**config.mk**
```make
export PLATFORM = sky130hd
export DESIGN_NAME = serial_subtractor
export DESIGN_NICKNAME = d
export VERILOG_FILES = /design/src/rtl/alu_pkg.sv /design/src/rtl/full_subtractor_bit.sv /design/src/rtl/serial_subtractor.sv
export SDC_FILE = /design/constraint.sdc
export NUM_CORES = 1
export LEC_CHECK = 0
export CAP_MARGIN = 20
export CORE_ASPECT_RATIO = 1.4
export CORE_MARGIN = 2
export CORE_UTILIZATION = 45
export DETAILED_ROUTE_END_ITERATION = 7
export PLACE_DENSITY = 0.68
export RECOVER_POWER = 100
export SLEW_MARGIN = 0
export SYNTH_ARGS = -nofsm -noshare
export SYNTH_HDL_FRONTEND = slang
export SYNTH_SLANG_ARGS = --single-unit
```
**constraint.sdc**
```tcl
create_clock -name clk -period 3 [get_ports clk]
set_input_delay 0.6 -clock clk [delete_from_list [all_inputs] [get_ports clk]]
set_output_delay 0.6 -clock clk [all_outputs]
set_load 0.01 [all_outputs]
```
**src/rtl/alu_pkg.sv**
```systemverilog
// rtl/alu_pkg.sv - shared ALU types and sizing helpers
package alu_pkg;

   typedef enum logic [1:0] {
      SUB_IDLE = 2'd0,
      SUB_RUN  = 2'd1,
      SUB_DONE = 2'd2
   } sub_state_e;

   // Bit counter width for a WIDTH-bit serial unit (never narrower than 1).
   function automatic int cnt_width(input int w);
      return (w > 2) ? $clog2(w) : 1;
   endfunction

endpackage

```
**src/rtl/full_subtractor_bit.sv**
```systemverilog
// rtl/full_subtractor_bit.sv - one-bit full subtractor from two half-subtractor stages
module full_subtractor_bit (
   input  logic a,
   input  logic b,
   input  logic bin,
   output logic d,
   output logic bout
);

   logic hs1_d;
   logic hs1_b;
   logic hs2_b;

   // First stage computes a - b, second stage removes the incoming borrow.
   assign hs1_d = a ^ b;
   assign hs1_b = ~a & b;

   assign d     = hs1_d ^ bin;
   assign hs2_b = ~hs1_d & bin;

   assign bout  = hs1_b | hs2_b;

endmodule

```
**src/rtl/serial_subtractor.sv**
```systemverilog
// rtl/serial_subtractor.sv - bit-serial LSB-first subtractor with borrow/zero/overflow flags
module serial_subtractor
   import alu_pkg::*;
#(
   parameter int WIDTH = 8
) (
   input  logic             clk,
   input  logic             rst_n,
   input  logic             start,
   input  logic [WIDTH-1:0] a,
   input  logic [WIDTH-1:0] b,
   output logic             busy,
   output logic             done,
   output logic [WIDTH-1:0] diff,
   output logic             borrow,
   output logic             zero,
   output logic             ovf
);

   localparam int             CW   = cnt_width(WIDTH);
   localparam logic [CW-1:0]  LAST = CW'(WIDTH - 1);

   sub_state_e       state_q, state_d;
   logic [WIDTH-1:0] a_q, a_d;
   logic [WIDTH-1:0] b_q, b_d;
   logic [WIDTH-1:0] res_q, res_d;
   logic [CW-1:0]    cnt_q, cnt_d;
   logic             bfl_q, bfl_d;
   logic             busy_q, busy_d;
   logic             done_q, done_d;
   logic [WIDTH-1:0] diff_q, diff_d;
   logic             borrow_q, borrow_d;
   logic             zero_q, zero_d;
   logic             ovf_q, ovf_d;

   logic             cell_d;
   logic             cell_bout;

   full_subtractor_bit u_cell (
      .a    (a_q[0]),
      .b    (b_q[0]),
      .bin  (bfl_q),
      .d    (cell_d),
      .bout (cell_bout)
   );

   always_comb begin
      state_d  = state_q;
      a_d      = a_q;
      b_d      = b_q;
      res_d    = res_q;
      cnt_d    = cnt_q;
      bfl_d    = bfl_q;
      busy_d   = 1'b0;
      done_d   = 1'b0;
      diff_d   = diff_q;
      borrow_d = borrow_q;
      zero_d   = zero_q;
      ovf_d    = ovf_q;

      case (state_q)
         SUB_IDLE, SUB_DONE: begin
            if (start) begin
               a_d     = a;
               b_d     = b;
               res_d   = '0;
               cnt_d   = '0;
               bfl_d   = 1'b0;
               busy_d  = 1'b1;
               state_d = SUB_RUN;
            end else begin
               state_d = SUB_IDLE;
            end
         end

         SUB_RUN: begin
            a_d   = a_q >> 1;
            b_d   = b_q >> 1;
            res_d = {cell_d, res_q[WIDTH-1:1]};
            bfl_d = cell_bout;
            if (cnt_q == LAST) begin
               // On the MSB edge a_q[0]/b_q[0] are the captured sign bits.
               state_d  = SUB_DONE;
               done_d   = 1'b1;
               diff_d   = res_d;
               borrow_d = cell_bout;
               zero_d   = (res_d == '0);
               ovf_d    = (a_q[0] ^ b_q[0]) & (a_q[0] ^ cell_d);
            end else begin
               cnt_d  = cnt_q + CW'(1);
               busy_d = 1'b1;
            end
         end

         default: state_d = SUB_IDLE;
      endcase
   end

   always_ff @(posedge clk or negedge rst_n) begin
      if (!rst_n) begin
         state_q  <= SUB_IDLE;
         a_q      <= '0;
         b_q      <= '0;
         res_q    <= '0;
         cnt_q    <= '0;
         bfl_q    <= 1'b0;
         busy_q   <= 1'b0;
         done_q   <= 1'b0;
         diff_q   <= '0;
         borrow_q <= 1'b0;
         zero_q   <= 1'b0;
         ovf_q    <= 1'b0;
      end else begin
         state_q  <= state_d;
         a_q      <= a_d;
         b_q      <= b_d;
         res_q    <= res_d;
         cnt_q    <= cnt_d;
         bfl_q    <= bfl_d;
         busy_q   <= busy_d;
         done_q   <= done_d;
         diff_q   <= diff_d;
         borrow_q <= borrow_d;
         zero_q   <= zero_d;
         ovf_q    <= ovf_d;
      end
   end

   assign busy   = busy_q;
   assign done   = done_q;
   assign diff   = diff_q;
   assign borrow = borrow_q;
   assign zero   = zero_q;
   assign ovf    = ovf_q;

endmodule

```
# ---- After elaboration in Yosys (flattened, before gate mapping)
# Index checks and enable logic that the tools add are counted.
dict set report totals {
  register_bits 43
  latchBits 0
  ram_bits 0
  mem_bits_ro 0
  inputBits 19
  wordCells 54
  mem_count 0
}
dict set report classes {
  n_addsub 1
  multipliers 0
  div 0
  n_lt_le_gt_ge 0
  n_eq_ne 6
  shifts 0
  mux 19
  n_bitwise 9
  n_reduce_logical 7
}
# op n
set op_table {}
lappend op_table {{one-hot mux 8 bit (2 select lines)} 3}
lappend op_table {{2-to-1 mux 8 bit} 3}
lappend op_table {{logical NOT 8 bit} 1}
lappend op_table {{2-to-1 mux 1 bit} 6}
lappend op_table {{2-to-1 mux 3 bit} 2}
lappend op_table {{inequality test 2 bit, second input constant} 3}
lappend op_table {{one-hot mux 3 bit (2 select lines)} 1}
lappend op_table {{one-hot mux 1 bit (2 select lines)} 2}
lappend op_table {{one-hot mux 2 bit (2 select lines)} 1}
lappend op_table {{AND reduction 2 bit} 2}
lappend op_table {{adder 3 x 1 -> 3 bit, second input constant} 1}
lappend op_table {{AND 1 bit} 3}
lappend op_table {{equality test 3 bit, second input constant} 1}
lappend op_table {{AND reduction 3 bit} 1}
lappend op_table {{XOR 1 bit} 3}
lappend op_table {{equality test 2 x 1 -> 1 bit, second input constant} 1}
lappend op_table {{equality test 2 bit, second input constant} 1}
lappend op_table {{logical NOT 2 bit} 1}
lappend op_table {{2-to-1 mux 2 bit} 1}
lappend op_table {{inverter 1 bit} 2}
lappend op_table {{nonzero test 2 bit} 1}
lappend op_table {{OR reduction 2 bit} 1}
lappend op_table {{OR 1 bit} 1}

# ---- Logic depth before layout (Yosys ltp)
# Gate-level depths: netlist (run 1).
dict set report depth {
  ltp_word 5
  mapped_depth 6
  depth_no_buf 5
}

# ---- By module
# From an unflattened synthesis (run 1), not the netlist that was laid out.
dict set report unflattened {
  hier_cells 147
  area_unflattened_um2 1757.9
}
# module instances cells_per_inst area_each_um2
set by_module_without_submodules {}
lappend by_module_without_submodules {serial_subtractor 1 143 1726.7}
lappend by_module_without_submodules {full_subtractor_bit 1 4 31.3}

# ---- Least setup slack after synthesis (run 1)
# No wires, ideal clock.
dict set report synth_path {
  kind {reg-to-reg}
  from {reg cnt_q[0]}
  to {reg borrow_q (netlist: borrow)}
  arrival_time_ps 1357
  required_time_ps 2875
  setup_slack_ps 1518
  path_stages_with_launch 6
  n_path_buf 1
  synth_period_minus_slack_ps 1482
  cell_sequence {dfrtp_1 ha_1 ha_1 nand3b_4 buf_6 mux2_4}
}
dict set report synth_between {
  elab_chain_cells 2
}
# item line
set synth_rtl {}
lappend synth_rtl {{start: declaration} serial_subtractor.sv:27} ;# logic [CW-1:0] cnt_q, cnt_d;
lappend synth_rtl {{start signal: assignment} serial_subtractor.sv:118} ;# cnt_q <= cnt_d;
lappend synth_rtl {{equality test 3 bit} serial_subtractor.sv:81} ;# if (cnt_q == LAST) begin
lappend synth_rtl {{AND reduction 2 bit (no source line)} n/a}
lappend synth_rtl {{end signal: assignment} serial_subtractor.sv:123} ;# borrow_q <= borrow_d;
lappend synth_rtl {{end: declaration} serial_subtractor.sv:32} ;# logic borrow_q, borrow_d;
# Every way passes these cells.
# A chain may end at the register's enable or synchronous reset.

# ---- Worst setup path in the final report (run 1)
dict set report layout_path {
  from {in start}
  to {reg bfl_q}
}
dict set report layout_between {
  elab_chain_cells 2
}
# item line
set layout_rtl {}
lappend layout_rtl {{start: declaration} serial_subtractor.sv:9} ;# input logic start,
lappend layout_rtl {{inequality test 2 bit (no source line)} n/a}
lappend layout_rtl {{AND reduction 2 bit (no source line)} n/a}
lappend layout_rtl {{end signal: assignment} serial_subtractor.sv:119} ;# bfl_q <= bfl_d;
lappend layout_rtl {{end: declaration} serial_subtractor.sv:28} ;# logic bfl_q, bfl_d;
# Every way passes these cells.

==> results of run 1 <==
## flip-flops by register name (all words and copies together), names as in the netlist
signal,count
done,1
cnt_q,3
state_q,2
diff,8
borrow,1
ovf,1
b_q,8
res_q,7
zero,1
a_q,8
busy,1
bfl_q,1
## report_power, final
group | total, mW | leakage (nW) | switching [mW] | internal (mW)
logic | 0.830 | 0.398 | 0.427 | 0.403
registers | 0.970 | 0.521 | 0.157 | 0.812
clock network | 0.351 | 0.0452 | 0.187 | 0.164
## cell families (layout without fill, tap and decap cells)
group / Yosys count / count (layout)
buf+inv: 13 / 43
mux: 9 / 9
flops: 42 / 42
compound gates: 32 / 32
fa+ha+maj: 4 / 4
simple gates: 44 / 44
xor+xnor: 1 / 1
## cell type report
type,instances,area (um2),share of cell area
Sequential cell,42,1051,0.4988
Multi-Input combinational cell,90,596.8,0.2833
Timing Repair Buffer,32,309.0,0.1467
Clock buffer,6,72.57,0.03444
Tap cell,42,52.55,0.02494
Clock inverter,2,13.76,0.006532
Inverter,3,11.26,0.005344
## per-layer routing
metal  up-vias  share of wire  GRT usage
met3         6          0.052    0.05107
met1       608           0.41     0.1907
met4         0          0.017    0.06279
met5         -              0          0
li1        571              -          -
met2        32           0.52     0.2724
## metrics by stage
step                std cells  power, mW  setup WS, ns  area [um2]
CTS                       217      2.244         1.194        2138
detailed placement        209      1.888         1.065        2052
finish                    217      2.151        0.7412        2107
floorplan                 145      1.628         1.518        1763
global placement          209      1.848         1.093        2052
global route              217      2.345        0.6560        2107
## synth_stat cells (all sizes together)
library cell / number / area (um2)
a21oi: 1 / 5.000
a22o: 9 / 78.83
and2b: 1 / 7.510
buf: 10 / 76.32
dfrtp: 42 / 1051
fa: 1 / 20.02
ha: 3 / 37.54
inv: 3 / 11.26
mux2: 8 / 97.59
mux2i: 1 / 10.01
nand2: 9 / 33.78
nand2b: 2 / 12.51
nand3b: 1 / 20.02
nor2: 14 / 60.06
nor2b: 1 / 6.260
nor3: 13 / 65.06
nor3b: 1 / 12.51
nor4: 1 / 6.260
nor4b: 1 / 8.760
o21ai: 6 / 30.03
o22ai: 14 / 87.58
o2bb2ai: 1 / 8.760
o31ai: 1 / 7.510
xor2: 1 / 8.760
## critical path, stage by stage
cell and delay (ns):
dlygate4sd3_1 0.54, nor2b_1 0.13, clkbuf_1 0.29, nor2_1 0.68, a22o_1 0.23
## how the worst max path moves through the flow
stage	from	endpoint	slack [ns]	cells after the start
5_1_grt	start	bfl_q$_DFFE_PN0P_	0.66	5
2_1_floorplan	cnt_q[0]$_DFFE_PN0P_	borrow$_DFFE_PN0P_	1.52	5
3_5_place_dp	start	a_q[4]$_DFFE_PN0P_	1.06	4
3_3_place_gp	start	a_q[1]$_DFFE_PN0P_	1.09	4
6_report	start	bfl_q$_DFFE_PN0P_	0.74	5
4_1_cts	diff[0]$_DFFE_PN0P_	diff[0]	1.19	1
==> impl_metrics.ini, run 1 <==
[run_status]
status = finished, final reports clean

[floorplan]
die_w_um = 56.90
fp.coreArea_mm2 = 0.003709
initial_core_util = 0.4754
rows = 26
ios = 32
die-area_mm2 = 0.004442
fp.dieH_um = 78.06

[drt]
via_per_inst = 5.608
drc = 0
first_pass_iters = 4
wl_per_cell_um = 14.40
antenna_left = 0
vias = 1217
drt_iter0_markers = 43
routed_wirelength_um = 3125

[yosys]
synth_nets = 168
muxShareOfSynthArea = 0.06104
synth_cells = 145
synth_compound_area_frac = 0.1235
synth_top_family_by_area = simple AND/OR/NAND/NOR gates
ys_ff_latch = 42
synth_adder_area_share = 0.03265
seq_area_frac_synth = 0.5962
synthSimpleGateAreaFrac = 0.1320
syn_area_mm2 = 0.001763
synth-xor-area-share = 0.004968
ys_warn_count = 0
synth_cell_types = 29
syn-mean-instance-area_um2 = 12.16

[timing]
min_period_ns = 2.259
drv_slew = 0
fin_crit_sh = 0.7529
finalHoldViolCount = 0
skew_ns = 0.008777
grt_setup_unrepaired = false
tightestPinTransition_ns = 0.8925
timing.hold.ws_ns = 0.4304
setup_viol = 0
relSlewSlack = 0.4050
max_freq_mhz = 442.7
fin_tns_setup_ns = 0

[clocking]
cts_resized = 0
cts_tree = yes
cts_buffer_depth = 2
clock_sink_count = 42
h-tree-depth = 2
cts_buffers = 5
cts_setup_buffers = 0
postCtsHoldBufs = 0
clockRootBuffer = clkbuf_8
insertion_delay_ns = 0.29
clkTransAtPathRegs_ns = 0.08

[global_routing]
grt_pass1_wl_um = 5540
grt_antenna_before_repair = 0
grt-ovfl-total = 0
grt.total_usage = 0.1618
grt_max_degree = 43
grt_pass1_vias = 1224

[placed_design]
dp_hpwl_um = 2208
place.port_buffers = 31
gp_congestion = 0.7027

[setup_path]
setup.worst_path.start_class = input pin
arrival_ns = 2.48
rr_endpoint = bfl_q$_DFFE_PN0P_
rrSetupSlack_ns = 1.15
reg2regPathDepth = 3
crit_type = in2reg
required_ns = 3.22
r2r_start = state_q[0]$_DFFE_PN0P_
worstPathMaxFanout = 16
cp-end-kind = register

[pwr]
p_leak_nw = 0.9646
peakVddDrop_mv = 0.5699
powerDensity_mw_per_mm2 = 1021

[flow_run]
max_cap_viol_count = 0

[layout]
n_antenna_cell = 0
finish.utilization = 0.5682
nNetsFinal = 197
fillCellCount = 339
final_cell_mix = 42 x dfrtp_1, 16 x clkdlybuf4s50_1, 14 x nor2_1, 14 x o22ai_1, 14 x dlygate4sd3_1
final_common_cell = dfrtp_1
area_growth_pct = 19.52
drive_above_1_share = 0.08571

[hold_path]
hold_path.class = in2async
Power figures use the tool's default switching activity.
==> inputs of run 2 (changes only) <==
--- a/config.mk
+++ b/config.mk
@@ -10,7 +10,7 @@
 export CORE_MARGIN = 2
 export CORE_UTILIZATION = 45
 export DETAILED_ROUTE_END_ITERATION = 7
-export PLACE_DENSITY = 0.68
+export PLACE_DENSITY = 0.71
 export RECOVER_POWER = 100
 export SLEW_MARGIN = 0
 export SYNTH_ARGS = -nofsm -noshare
==> constraint.sdc (replaced) <==
create_clock -name clk -period 1.82 [get_ports clk]
set_input_delay 0.364 -clock clk [delete_from_list [all_inputs] [get_ports clk]]
set_output_delay 0.364 -clock clk [all_outputs]
set_load 0.01 [all_outputs]
==> run 2 against run 1 <==
Against the previous run: clock skew decreased by 0.0035 ns; die area did not move; highest routed layer unchanged; sequential share of layout area shrank 1.9 points; sequential power up 66%.
==> impl_metrics.ini, run 2 (synthesized netlist as in run 1, its figures left out) <==
[clocking]
clkTransAtPathRegs_ns = 0.08
cts_buffers = 5
postCtsHoldBufs = 0
cts_setup_buffers = 0
clockRootBuffer = clkbuf_8
cts_buffer_depth = 2
insertion_delay_ns = 0.29
h-tree-depth = 2
clock_sink_count = 42
cts_tree = yes
cts_resized = 0

[global_routing]
grt-ovfl-total = 0
grt_pass1_wl_um = 6030
grt.total_usage = 0.1773
grt_antenna_before_repair = 0
grt_pass1_vias = 1314
grt_max_degree = 43

[timing]
finalHoldViolCount = 0
min_period_ns = 1.650
setup_viol = 0
max_freq_mhz = 606.1
drv_slew = 0
grt_setup_unrepaired = false
tightestPinTransition_ns = 1.011
worst_slack_ns = 0.1700
fin_crit_sh = 0.9066
fin_tns_setup_ns = 0
skew_ns = 0.005313
relSlewSlack = 0.3260
timing.hold.ws_ns = 0.3179

[drt]
top_layer = met4
drc = 0
drt_iter0_markers = 25
wl_met3_um = 162
via_per_inst = 5.588
routed_wirelength_um = 3467
routed-wl-met2_um = 1832
wl_per_cell_um = 15.69
antenna_left = 0
vias = 1235
met1_length_um = 1392
first_pass_iters = 4

[floorplan]
die_w_um = 56.90
ios = 32
rows = 26
fp.coreArea_mm2 = 0.003709
initial_core_util = 0.4754
die-area_mm2 = 0.004442
fp.dieH_um = 78.06

[placed_design]
placed_area_mm2 = 0.002095
dp_hpwl_um = 2451
place_ws_ns = 0.1870
place.port_buffers = 31
numPlacedInstances = 213
gp_congestion = 0.7101

[hold_path]
hold_path.class = in2async

[setup_path]
slowest_stage = dlygate4sd3_1
cp_cell_sequence = dlygate4sd3_1
cp-end-kind = output port
worstPathMaxFanout = 2
rrSetupSlack_ns = 0.25
arrival_ns = 1.29
required_ns = 1.46
max_stage_delay_ns = 0.60
critPathTopFamily = buffers and inverters
crit_type = reg2out
setup.worst_path.start_class = register
critPathBufInv = 1

[layout]
final_cell_mix = 42 x dfrtp_1, 17 x clkdlybuf4s50_1, 14 x o22ai_1
final_cells = 221
multi_input_area_um2 = 616.8
nNetsFinal = 201
fillCellCount = 329
regArea_mm2 = 0.001051
n_antenna_cell = 0
final_common_cell = dfrtp_1
drive_above_1_share = 0.1229
area_growth_pct = 24.20
design_area_mm2 = 0.002190

[flow_run]
max_cap_viol_count = 0

[pwr]
power_frac_clock = 0.190
internal-power_mw = 2.463
p_sw_mw = 1.344
p_comb_frac = 0.389
p_seq_frac = 0.422
peakVddDrop_mv = 1.004
p_leak_nw = 1.015
powerDensity_mw_per_mm2 = 1739
switching_share = 0.3531

[run_status]
status = finished, final reports clean
[run 2: cell types whose count changed in the layout (fill, tap and decap cells not counted)]
cell and delta:
nor2_1 -1, dlygate4sd3_1 -1, buf_4 +2, nand3b_1 -1, clkinv_2 +1, clkbuf_2 +1, clkinv_4 -1, clkdlybuf4s50_1 +1
clkbuf_1 -1, bufinv_16 +1, nand3b_4 +1, buf_12 +1, nor2_4 +1
[run 2: area by class of cell]
type,instances,area share
clock inverters,3,0.01829
flip-flops and latches,42,0.4800
well taps,42,0.02400
multi-input cells,90,0.2817
clock buffers,5,0.03143
repair buffers,36,0.1594
inverters,3,0.005143
[run 2: power by group through the flow]
stage	Combinational, mW	Sequential, mW	Clock [mW]
final	1.48	1.61	0.722
after detailed placement	1.60	1.63	0
after floorplan	1.07	1.61	0
after global routing	1.65	1.66	0.788
after CTS	1.61	1.62	0.746
after global placement	1.52	1.60	0
[run 2: layer usage]
metal / vias up / track usage
li1: 579 / -
met4: 0 / 0.08140
met5: - / 0
met2: 38 / 0.3092
met3: 9 / 0.04283
met1: 609 / 0.2013
[run 2: metrics by stage]
step	util	power [mW]
after floorplan	-	2.684
after global placement	0.5648	3.119
after detailed placement	0.5648	3.229
after CTS	0.5941	3.969
after global routing	0.5904	4.102
final	0.5904	3.807
[run 2: worst paths after layout]
| check | from | endpoint | cells past startpoint |
|---|---|---|---|
| max | diff[6]$_DFFE_PN0P_ | diff[6] | 1 |
| min | rst_n | state_q[0]$_DFFE_PN0P_ | 2 |
| max reg2reg | cnt_q[0]$_DFFE_PN0P_ | diff[5]$_DFFE_PN0P_ | 4 |
| min reg2reg | diff[7]$_DFFE_PN0P_ | diff[7]$_DFFE_PN0P_ | 2 |
| max in group asynchronous | rst_n | res_q[7]$_DFFE_PN0P_ | 2 |
| min in group clk | diff[7]$_DFFE_PN0P_ | diff[7]$_DFFE_PN0P_ | 2 |
==> inputs of run 3 (changes only) <==
--- a/config.mk
+++ b/config.mk
@@ -8,9 +8,9 @@
 export CAP_MARGIN = 20
 export CORE_ASPECT_RATIO = 1.4
 export CORE_MARGIN = 2
-export CORE_UTILIZATION = 45
+export CORE_UTILIZATION = 29
 export DETAILED_ROUTE_END_ITERATION = 7
-export PLACE_DENSITY = 0.71
+export PLACE_DENSITY = 0.49
 export RECOVER_POWER = 100
 export SLEW_MARGIN = 0
 export SYNTH_ARGS = -nofsm -noshare
==> run 3 against run 2 <==
Against the previous run: fmax down 0.49%; sequential power about the same; register-to-register slack worse by 0.02 ns; wire length up 0.72%; flip-flop and latch count unchanged; first-iteration DRC count down 20%; design area up 1.3%; critical endpoint unchanged; via count up 0.57%.
==> impl_metrics.ini, run 3 (synthesized netlist as in run 1, its figures left out) <==
[pwr]
powerDensity_mw_per_mm2 = 1708
peakVddDrop_mv = 0.6545
p_leak_nw = 1.002

[setup_path]
setup.worst_path.start_class = register
cp-end-kind = output port
worstPathMaxFanout = 2
cp_cell_sequence = dlygate4sd3_1
critPathTopFamily = buffers and inverters
critPathBufInv = 1
arrival_ns = 1.29
max_stage_delay_ns = 0.61
slowest_stage = dlygate4sd3_1
crit_type = reg2out
required_ns = 1.46

[flow_run]
max_cap_viol_count = 0

[timing]
tightestPinTransition_ns = 1.233
skew_ns = 0.005066
fin_crit_sh = 0.9111
min_period_ns = 1.658
relSlewSlack = 0.1782
timing.hold.ws_ns = 0.3010
grt_setup_unrepaired = false
fin_tns_setup_ns = 0
finalHoldViolCount = 0
max_freq_mhz = 603.1
worst_slack_ns = 0.1618
drv_slew = 0
setup_viol = 0

[clocking]
cts_setup_buffers = 0
cts_resized = 0
clock_sink_count = 42
h-tree-depth = 2
cts_tree = yes
cts_buffers = 5
postCtsHoldBufs = 0
clkTransAtPathRegs_ns = 0.08
clockRootBuffer = clkbuf_8
insertion_delay_ns = 0.30
cts_buffer_depth = 2

[placed_design]
place.port_buffers = 31
gp_congestion = 0.6865
place_ws_ns = 0.1913
dp_hpwl_um = 2549
numPlacedInstances = 240
placed_area_mm2 = 0.002135

[drt]
vias = 1242
drt_iter0_markers = 20
antenna_left = 0
drc = 0
via_per_inst = 5.008
first_pass_iters = 4
routed_wirelength_um = 3492
wl_per_cell_um = 14.08

[layout]
final_cells = 248
design_area_mm2 = 0.002217
final_common_cell = dfrtp_1
final_cell_mix = 42 x dfrtp_1, 17 x clkdlybuf4s50_1, 14 x o22ai_1
drive_above_1_share = 0.1180
n_antenna_cell = 0
area_growth_pct = 25.76
nNetsFinal = 200

[global_routing]
grt_pass1_vias = 1294
grt_antenna_before_repair = 0
grt_max_degree = 25
grt_pass1_wl_um = 6189
grt.total_usage = 0.1177
grt-ovfl-total = 0

[floorplan]
ios = 32
fp.coreArea_mm2 = 0.005863
die_w_um = 69.90
fp.dieH_um = 96.26
rows = 33
initial_core_util = 0.3007
die-area_mm2 = 0.006728

[hold_path]
hold_path.class = in2async

[run_status]
status = finished, final reports clean
[run 3: changes by cell type in the layout (fill, tap and decap cells not counted)]
cell,before,now
buf_4,2,1
nor2_4,1,0
clkinvlp_4,0,2
clkbuf_2,1,2
clkinv_2,2,0
nor2_2,0,1
buf_2,1,0
[run 3: final timing paths]
kind / endpoint / startpoint / depth (start not counted) / slack [ns]
worst min register to register: diff[7]$_DFFE_PN0P_ / diff[7]$_DFFE_PN0P_ / 2 / 0.49
worst max register to register: zero$_DFFE_PN0P_ / bfl_q$_DFFE_PN0P_ / 4 / 0.23
min in group clk: diff[7]$_DFFE_PN0P_ / diff[7]$_DFFE_PN0P_ / 2 / 0.49
worst max-delay path: diff[6] / diff[6]$_DFFE_PN0P_ / 1 / 0.16
max in group asynchronous: busy$_DFF_PN0_ / rst_n / 2 / 0.40
worst min-delay path: diff[7]$_DFFE_PN0P_ / rst_n / 1 / 0.30
[run 3: metrics by stage]
stage / utilization / total power, mW
4_1_cts: 0.3835 / 3.954
2_1_floorplan: - / 2.684
6_report: 0.3781 / 3.787
3_5_place_dp: 0.3641 / 3.195
3_3_place_gp: 0.3641 / 3.134
5_1_grt: 0.3781 / 4.127
[run 3: final cells by class]
class / count / area [um2]
Clock buffer: 5 / 68.82
Clock inverter: 3 / 45.04
Fill cell: 605 / 3646
Inverter: 3 / 11.26
Multi-Input combinational cell: 90 / 611.8
Sequential cell: 42 / 1051
Tap cell: 70 / 87.58
Timing Repair Buffer: 35 / 341.6
[run 3: where the power goes]
part / leakage, nW / total [mW] / switching, mW / internal, mW
logic: 0.431 / 1.44 / 0.734 / 0.707
clock network: 0.0504 / 0.744 / 0.336 / 0.408
registers: 0.521 / 1.60 / 0.263 / 1.34
total: 1.00 / 3.79 / 1.33 / 2.45
[run 3: metal layers]
layer  wire, um  track usage
met3        173      0.02827
met4         65      0.05288
met1       1423       0.1375
met5          0            0
met2       1829       0.2056
